`src/rtl/obi_sbr_scratchpad_pkg.sv`:
```
// rtl/obi_sbr_scratchpad_pkg.sv - scratchpad address-map constants, demux index and range helper
package obi_sbr_scratchpad_pkg;

    localparam logic [31:0] ScratchpadBase    = 32'h2000_0000;
    localparam int unsigned ScratchpadWords   = 64;
    localparam logic [31:0] ScratchpadErrData = 32'hBADCAB1E;

    typedef enum logic [1:0] {
        UserDemuxError      = 2'd0,
        UserDemuxRegs       = 2'd1,
        UserDemuxScratchpad = 2'd2
    } user_demux_idx_e;

    typedef struct packed {
        logic [31:0] idx;
        logic [31:0] start_addr;
        logic [31:0] end_addr;
    } addr_rule_t;

    // Entry for user_addr_map / user_mgr_addr_map; end_addr is exclusive.
    localparam addr_rule_t ScratchpadRule = '{
        idx:        32'(UserDemuxScratchpad),
        start_addr: ScratchpadBase,
        end_addr:   ScratchpadBase + 32'(ScratchpadWords * 4)
    };

    function automatic logic addr_in_rule(input logic [31:0] addr, input addr_rule_t rule);
        return (addr >= rule.start_addr) && (addr < rule.end_addr);
    endfunction

endpackage

```
`src/rtl/obi_rsp_pipe.sv`:
```
// rtl/obi_rsp_pipe.sv - fixed-depth valid/err/data response shift register
module obi_rsp_pipe #(
    parameter int unsigned Depth = 1,
    parameter int unsigned DataW = 32
) (
    input  logic             clk_i,
    input  logic             rst_ni,
    input  logic             push_valid,
    input  logic             push_err,
    input  logic [DataW-1:0] push_data,
    output logic             rsp_valid,
    output logic             rsp_err,
    output logic [DataW-1:0] rsp_data
);

    logic [Depth-1:0] valid_q;
    logic [Depth-1:0] err_q;
    logic [DataW-1:0] data_q [Depth];

    // Payload only moves with a valid entry, so the last stage holds between responses.
    always_ff @(posedge clk_i or negedge rst_ni) begin
        if (!rst_ni) begin
            valid_q <= '0;
            err_q   <= '0;
            for (int i = 0; i < Depth; i++) begin
                data_q[i] <= '0;
            end
        end else begin
            valid_q[0] <= push_valid;
            if (push_valid) begin
                err_q[0]  <= push_err;
                data_q[0] <= push_data;
            end
            for (int i = 1; i < Depth; i++) begin
                valid_q[i] <= valid_q[i-1];
                if (valid_q[i-1]) begin
                    err_q[i]  <= err_q[i-1];
                    data_q[i] <= data_q[i-1];
                end
            end
        end
    end

    assign rsp_valid = valid_q[Depth-1];
    assign rsp_err   = err_q[Depth-1];
    assign rsp_data  = data_q[Depth-1];

endmodule

```
`src/rtl/obi_sbr_scratchpad.sv`:
```
// rtl/obi_sbr_scratchpad.sv - OBI subordinate serving a flop-based word scratchpad
module obi_sbr_scratchpad
    import obi_sbr_scratchpad_pkg::*;
#(
    parameter int unsigned NumWords      = ScratchpadWords,
    parameter logic [31:0] BaseAddr      = ScratchpadBase,
    parameter int unsigned ReadLatency   = 1,
    parameter int unsigned GntWaitCycles = 0,
    parameter logic [31:0] ErrData       = ScratchpadErrData
) (
    input  logic        clk_i,
    input  logic        rst_ni,
    input  logic        obi_sbr_req_i,
    input  logic        obi_sbr_we_i,
    input  logic [31:0] obi_sbr_addr_i,
    input  logic [31:0] obi_sbr_wdata_i,
    input  logic [3:0]  obi_sbr_be_i,
    output logic        obi_sbr_gnt_o,
    output logic        obi_sbr_rvalid_o,
    output logic [31:0] obi_sbr_rdata_o,
    output logic        obi_sbr_err_o
);

    localparam int unsigned IdxW = $clog2(NumWords);
    localparam addr_rule_t MemRule = '{
        idx:        32'(UserDemuxScratchpad),
        start_addr: BaseAddr,
        end_addr:   BaseAddr + 32'(NumWords * 4)
    };

    logic [31:0]     mem_q [NumWords];
    logic            accept;
    logic            in_range;
    logic [IdxW-1:0] idx;
    logic            new_err;
    logic [31:0]     new_data;

    assign accept   = obi_sbr_req_i && obi_sbr_gnt_o;
    assign in_range = addr_in_rule(obi_sbr_addr_i, MemRule);
    assign idx      = obi_sbr_addr_i[2 +: IdxW];

    always_ff @(posedge clk_i or negedge rst_ni) begin
        if (!rst_ni) begin
            for (int i = 0; i < NumWords; i++) begin
                mem_q[i] <= '0;
            end
        end else if (accept && obi_sbr_we_i && in_range) begin
            for (int b = 0; b < 4; b++) begin
                if (obi_sbr_be_i[b]) begin
                    mem_q[idx][8*b +: 8] <= obi_sbr_wdata_i[8*b +: 8];
                end
            end
        end
    end

    // Read data is captured at the accept edge, so an earlier-cycle write is already visible.
    always_comb begin
        new_err  = !in_range;
        new_data = '0;
        if (!in_range) begin
            new_data = ErrData;
        end else if (!obi_sbr_we_i) begin
            new_data = mem_q[idx];
        end
    end

    generate
        if (GntWaitCycles == 0) begin : g_no_wait
            assign obi_sbr_gnt_o = obi_sbr_req_i;
        end else begin : g_wait
            localparam logic [1:0] StIdle  = 2'd0;
            localparam logic [1:0] StWait  = 2'd1;
            localparam logic [1:0] StGrant = 2'd2;

            logic [1:0] state_q, state_d;
            logic [2:0] cnt_q, cnt_d;

            // GRANT behaves like IDLE for the next request, so a held req waits N cycles from the grant.
            always_comb begin
                state_d = state_q;
                cnt_d   = cnt_q;
                case (state_q)
                    StWait: begin
                        if (!obi_sbr_req_i) begin
                            state_d = StIdle;
                        end else begin
                            cnt_d = cnt_q - 3'd1;
                            if (cnt_d == 3'd0) begin
                                state_d = StGrant;
                            end
                        end
                    end
                    default: begin
                        state_d = StIdle;
                        if (obi_sbr_req_i) begin
                            if (GntWaitCycles == 1) begin
                                state_d = StGrant;
                            end else begin
                                state_d = StWait;
                                cnt_d   = 3'(GntWaitCycles - 1);
                            end
                        end
                    end
                endcase
            end

            always_ff @(posedge clk_i or negedge rst_ni) begin
                if (!rst_ni) begin
                    state_q <= StIdle;
                    cnt_q   <= '0;
                end else begin
                    state_q <= state_d;
                    cnt_q   <= cnt_d;
                end
            end

            assign obi_sbr_gnt_o = (state_q == StGrant);
        end
    endgenerate

    obi_rsp_pipe #(
        .Depth (ReadLatency),
        .DataW (32)
    ) u_rsp_pipe (
        .clk_i      (clk_i),
        .rst_ni     (rst_ni),
        .push_valid (accept),
        .push_err   (new_err),
        .push_data  (new_data),
        .rsp_valid  (obi_sbr_rvalid_o),
        .rsp_err    (obi_sbr_err_o),
        .rsp_data   (obi_sbr_rdata_o)
    );

endmodule

```
`config.mk`:
```
export PLATFORM = sky130hd
export DESIGN_NAME = obi_sbr_scratchpad
export DESIGN_NICKNAME = d
export VERILOG_FILES = /design/src/rtl/obi_sbr_scratchpad_pkg.sv /design/src/rtl/obi_rsp_pipe.sv /design/src/rtl/obi_sbr_scratchpad.sv
export SDC_FILE = /design/constraint.sdc
export NUM_CORES = 2
export LEC_CHECK = 0
export ABC_AREA = 1
export BUFFER_PORTS_ARGS = -buffer_cell sky130_fd_sc_hd__buf_2
export CORE_MARGIN = 2
export CORE_UTILIZATION = 60
export DETAILED_ROUTE_END_ITERATION = 7
export PLACE_DENSITY_LB_ADDON = 0.25
export RECOVER_POWER = 100
export SYNTH_ARGS = -nofsm -noshare
export SYNTH_HDL_FRONTEND = slang
export SYNTH_SLANG_ARGS = --single-unit
export TNS_END_PERCENT = 20
```
`constraint.sdc`:
```
create_clock -name clk_i -period 3.5 [get_ports clk_i]
set_input_delay 0.875 -clock clk_i [delete_from_list [all_inputs] [get_ports clk_i]]
set_output_delay 0.875 -clock clk_i [all_outputs]
set_load 0.01 [all_outputs]
```
==> metrics.md <==
| Metric | Value |
|---|---|
| Relative slew margins | -22.98% |
| Vias per inst | approximately 5.8 |
| Mean instance size in the synthesized netlist | around 7.3 µm² |
| Worst Hold Endpoint | u_rsp_pipe.rsp_valid |
| Unrepaired setup endpoints after global routing | no |
| Number of nets in the synthesized netlist | 14100 |
| Outcome | complete, but fails checks |
| Root buffer cell | sky130_fd_sc_hd__clkbuf_16 |
| Core Rows | roughly 150 |
| Fraction of the cycle the final worst path needs | 89.40% |
| Core Footprint | ~170000 µm² |
| Die Span X | about 420 µm |
| Clock buffers created by TritonCTS | between 200 and 250 |
| Clock latency on the worst-skew pair | roughly 0.9 ns |
| CTS H-tree lvls | 4 |
| Final wirelength | ~330 mm |
| Worst-margin pin slew | between 1.5 and 2 ns |
| Hold Crit Depth | 1 |
| Leakage power total | roughly 0.06 µW |
| Utilization after layout | about two thirds |
| Number of resized instances in the post-cts repair step | 0 |
| Worst-case vdd ir drop | 0.0005987 V |
| Overall die area | ~170000 µm² |
| Cells taking the most area after synthesis | sky130_fd_sc_hd__dfrtp_1 51%, sky130_fd_sc_hd__nand2_1 24%, sky130_fd_sc_hd__o21ai_0 12% |
| Maximum buffer depth of the clock tree | 3 |
| CP startpoint kind | input port |
| Post-route DRC violation count | 0 |
| Number of synthesized flops with an enable pin | 0 |
| Clock tree from TritonCTS | yes |
| Maximum number of pins on one net before global-route repair | 124 |
| Final HPWL from detailed placement | roughly 210 mm |
| Total track usage | a little under two fifths |
| Final antenna-violating net count | 0 |
| Most used cell, CP | sky130_fd_sc_hd__nand2_1 |
| Via count of the first global-routing pass | just over 90000 |
| Total Negative Setup Slacks | 0 ns |
| Number of nets in the layout | 14038 |
| Proportion of layout cells with a drive suffix above 1 | between 6 and 7% |
| Critical Setup Path Class | in2reg |
| Ordered list of cells on the worst path | buf_8 > clkbuf_4 > buf_4 > nand2_1 > nand2_1 > nand2_1 > nand2_1 > nand2_1 > nand2_1 > nand2_1 > nand2_1 > nor2_1 > nand2_1 > clkbuf_1 > nand2_1 > nand2_1 |
| Initial Util | just over 60% |
| CTS clk-pin slew, worst paths | roughly 0.06 ns |
| Hold Path Origin | obi_sbr_req_i |
| Dpl cell area | approximately 110000 µm² |
| Total number of vias | around 95000 |
| Final Slew Violations | roughly 460 |
| Cell family contributing the most delay on the critical path | buffers and inverters |
| Worst Slack Setup Final | around 0.37 ns |
| Largest stage delay, worst path | a little under 0.9 ns |
| Clock sink total | approximately 2100 |
| Fin Clk Skew | 0.02918 ns |
| Critical path data arrival time | 3.94 ns |
| Worst Reg-to-Reg Cells | 12 |
| Synth Cell Area | around 100000 µm² |
| Reg-to-reg slack, setup | between 1 and 1.5 ns |
| Ys Warns | 0 |
| Final Wtd Congestion | between 0.9 and 1 |
| DIE HEIGHT | 416.6 µm |
| Kind of path behind the tightest hold check | in2reg |
| Max-capacitance violation count | 8 |
| Worst Setup Slack post-DPL | -0.4178 ns |
| Maximum achievable frequency | between 0.3 and 0.4 GHz |
| Library cell occupying the most area in the post-synthesis netlist | sky130_fd_sc_hd__dfrtp_1 |
| Count of buffers from port buffering | 104 |
| Number of failing setup endpoints in the final timing report | 0 |
| Power density over the cells | ~450 nW/µm² |
| Final non-filler cell total | 16380 |
| Initial DRC count | about 11000 |
| Cell area after layout | approximately 110000 µm² |
| Final worst path period need | around 3.1 ns |
| Worst reg2reg path endpoint | u_rsp_pipe.rsp_data[11] |
| Register bit count reported by yosys | approximately 2100 |
| Reg2reg start | mem_q[971] |
| Layout overhead on the synthesized area | 11.65% |
| Distinct cell type count of the synthesized netlist | 21 |
| Most common cell in the synthesized netlist | sky130_fd_sc_hd__nand2_1 |
| Total global routing overflow | 0 |
| Number of placed instances with taps included | approximately 16000 |
| Leading register cell type out of synthesis | sky130_fd_sc_hd__dfrtp_1 |
| Post-synth ARST share | 100.0% |
| Crit path max fanout | 86 |
| Violations in the final reports | capacitance limit, slew limit |
| Endpoints failing hold | 0 |
| Commonest cells post-synth | 6530 x sky130_fd_sc_hd__nand2_1, 2355 x sky130_fd_sc_hd__o21ai_0, 2082 x sky130_fd_sc_hd__dfrtp_1, 1015 x sky130_fd_sc_hd__inv_1, 666 x sky130_fd_sc_hd__clkbuf_1 |
| Gate Count Post-Synth | 14028 |
| Drt first pass iters | 7 |
| I/O pin count | 107 |
| First-pass GRT wire length | slightly above 500 mm |
| Critical path capture point type | register |
| Part of the Yosys area used for sequential elements | 51.01% |
| Max stage delay cell, worst path | sky130_fd_sc_hd__clkbuf_4 |
| Yosys top cell area share | around half |
| Buffers & Inverters on Critical Path | 4 |
| Wire length per cell after detailed routing | 20.15 µm |
| WP data required | 4.31 ns |
| Number of antenna violations at the first check in global routing | 26 |
power by group:
group          internal, µW  switching (µW)
registers             24100            12.7
logic                   698            2610
clock network         13800           10000
total                 38600           12700
layout make-up:
cell class	count	area, µm²
multi-input cells	9874	41870
fillers	14078	55260
clock inverters	72	864.6
clock buffers	330	6515
flip-flops and latches	2082	52100
repair buffers	771	6013
well taps	2218	2775
diodes	10	25.02
inverters	1023	3862
registers in the layout, summed over array words and instances (netlist names):
name / cells
mem_q: 2048
u_rsp_pipe.rsp_data: 32
u_rsp_pipe.rsp_err: 1
u_rsp_pipe.rsp_valid: 1
worst max-delay path by stage:
stage / start / endpoint / slack, ns / cells after the start
2_1_floorplan: obi_sbr_addr_i[2] / u_rsp_pipe.rsp_data[15] / 0.95 / 14
3_3_place_gp: obi_sbr_addr_i[22] / mem_q[368] / -0.24 / 11
3_5_place_dp: obi_sbr_addr_i[14] / mem_q[373] / -0.42 / 10
4_1_cts: obi_sbr_addr_i[14] / mem_q[373] / 0.48 / 10
5_1_grt: obi_sbr_addr_i[14] / mem_q[541] / 0.26 / 13
6_report: obi_sbr_addr_i[2] / u_rsp_pipe.rsp_data[0] / 0.37 / 16
routing by layer:
metal	track usage, %	vias to the layer above	share of wire, %
met4	25.25	14	7.6
met5	0	-	0.030
met1	49.05	45038	38
met3	9.533	1077	11
li1	-	43724	-
met2	57.20	4906	43
per-stage QoR:
step / total power, µW / hold WS [ns]
after global placement: 27780 / 0.4598
after detailed placement: 27800 / 0.4614
after global routing: 52510 / 0.1932
after CTS: 51300 / 0.1417
after floorplan: 25980 / 0.4679
final: 51220 / 0.1969
logic make-up after synthesis:
| kind of cell | share of synthesized area, % |
|---|---|
| buffers and inverters | 8.053 |
| AOI/OAI and AO/OA | 14.29 |
| and+or+nand+nor | 26.64 |
| DFF | 51.01 |
layout by cell type, fill, tap and decap left out, types with 41 or more instances in the layout:
cell type	Yosys	final
sky130_fd_sc_hd__buf_12	0	102
sky130_fd_sc_hd__buf_2	330	65
sky130_fd_sc_hd__buf_4	9	344
sky130_fd_sc_hd__clkbuf_1	666	276
sky130_fd_sc_hd__clkbuf_16	0	217
sky130_fd_sc_hd__clkbuf_8	0	67
sky130_fd_sc_hd__clkinv_2	0	41
sky130_fd_sc_hd__dfrtp_1	2082	2082
sky130_fd_sc_hd__inv_1	1015	1015
sky130_fd_sc_hd__nand2_1	6530	6529
sky130_fd_sc_hd__nand3_1	247	247
sky130_fd_sc_hd__nor2_1	319	333
sky130_fd_sc_hd__o211ai_1	361	361
sky130_fd_sc_hd__o21ai_0	2355	2356
what timing repair did:
item	4_1_cts	5_1_grt
endpoints found under the hold margin	4	0
endpoints found under the setup margin	0	0
buffers inserted	0	0
hold buffers	1	0
No activity file was read; power rests on OpenSTA's default activity.
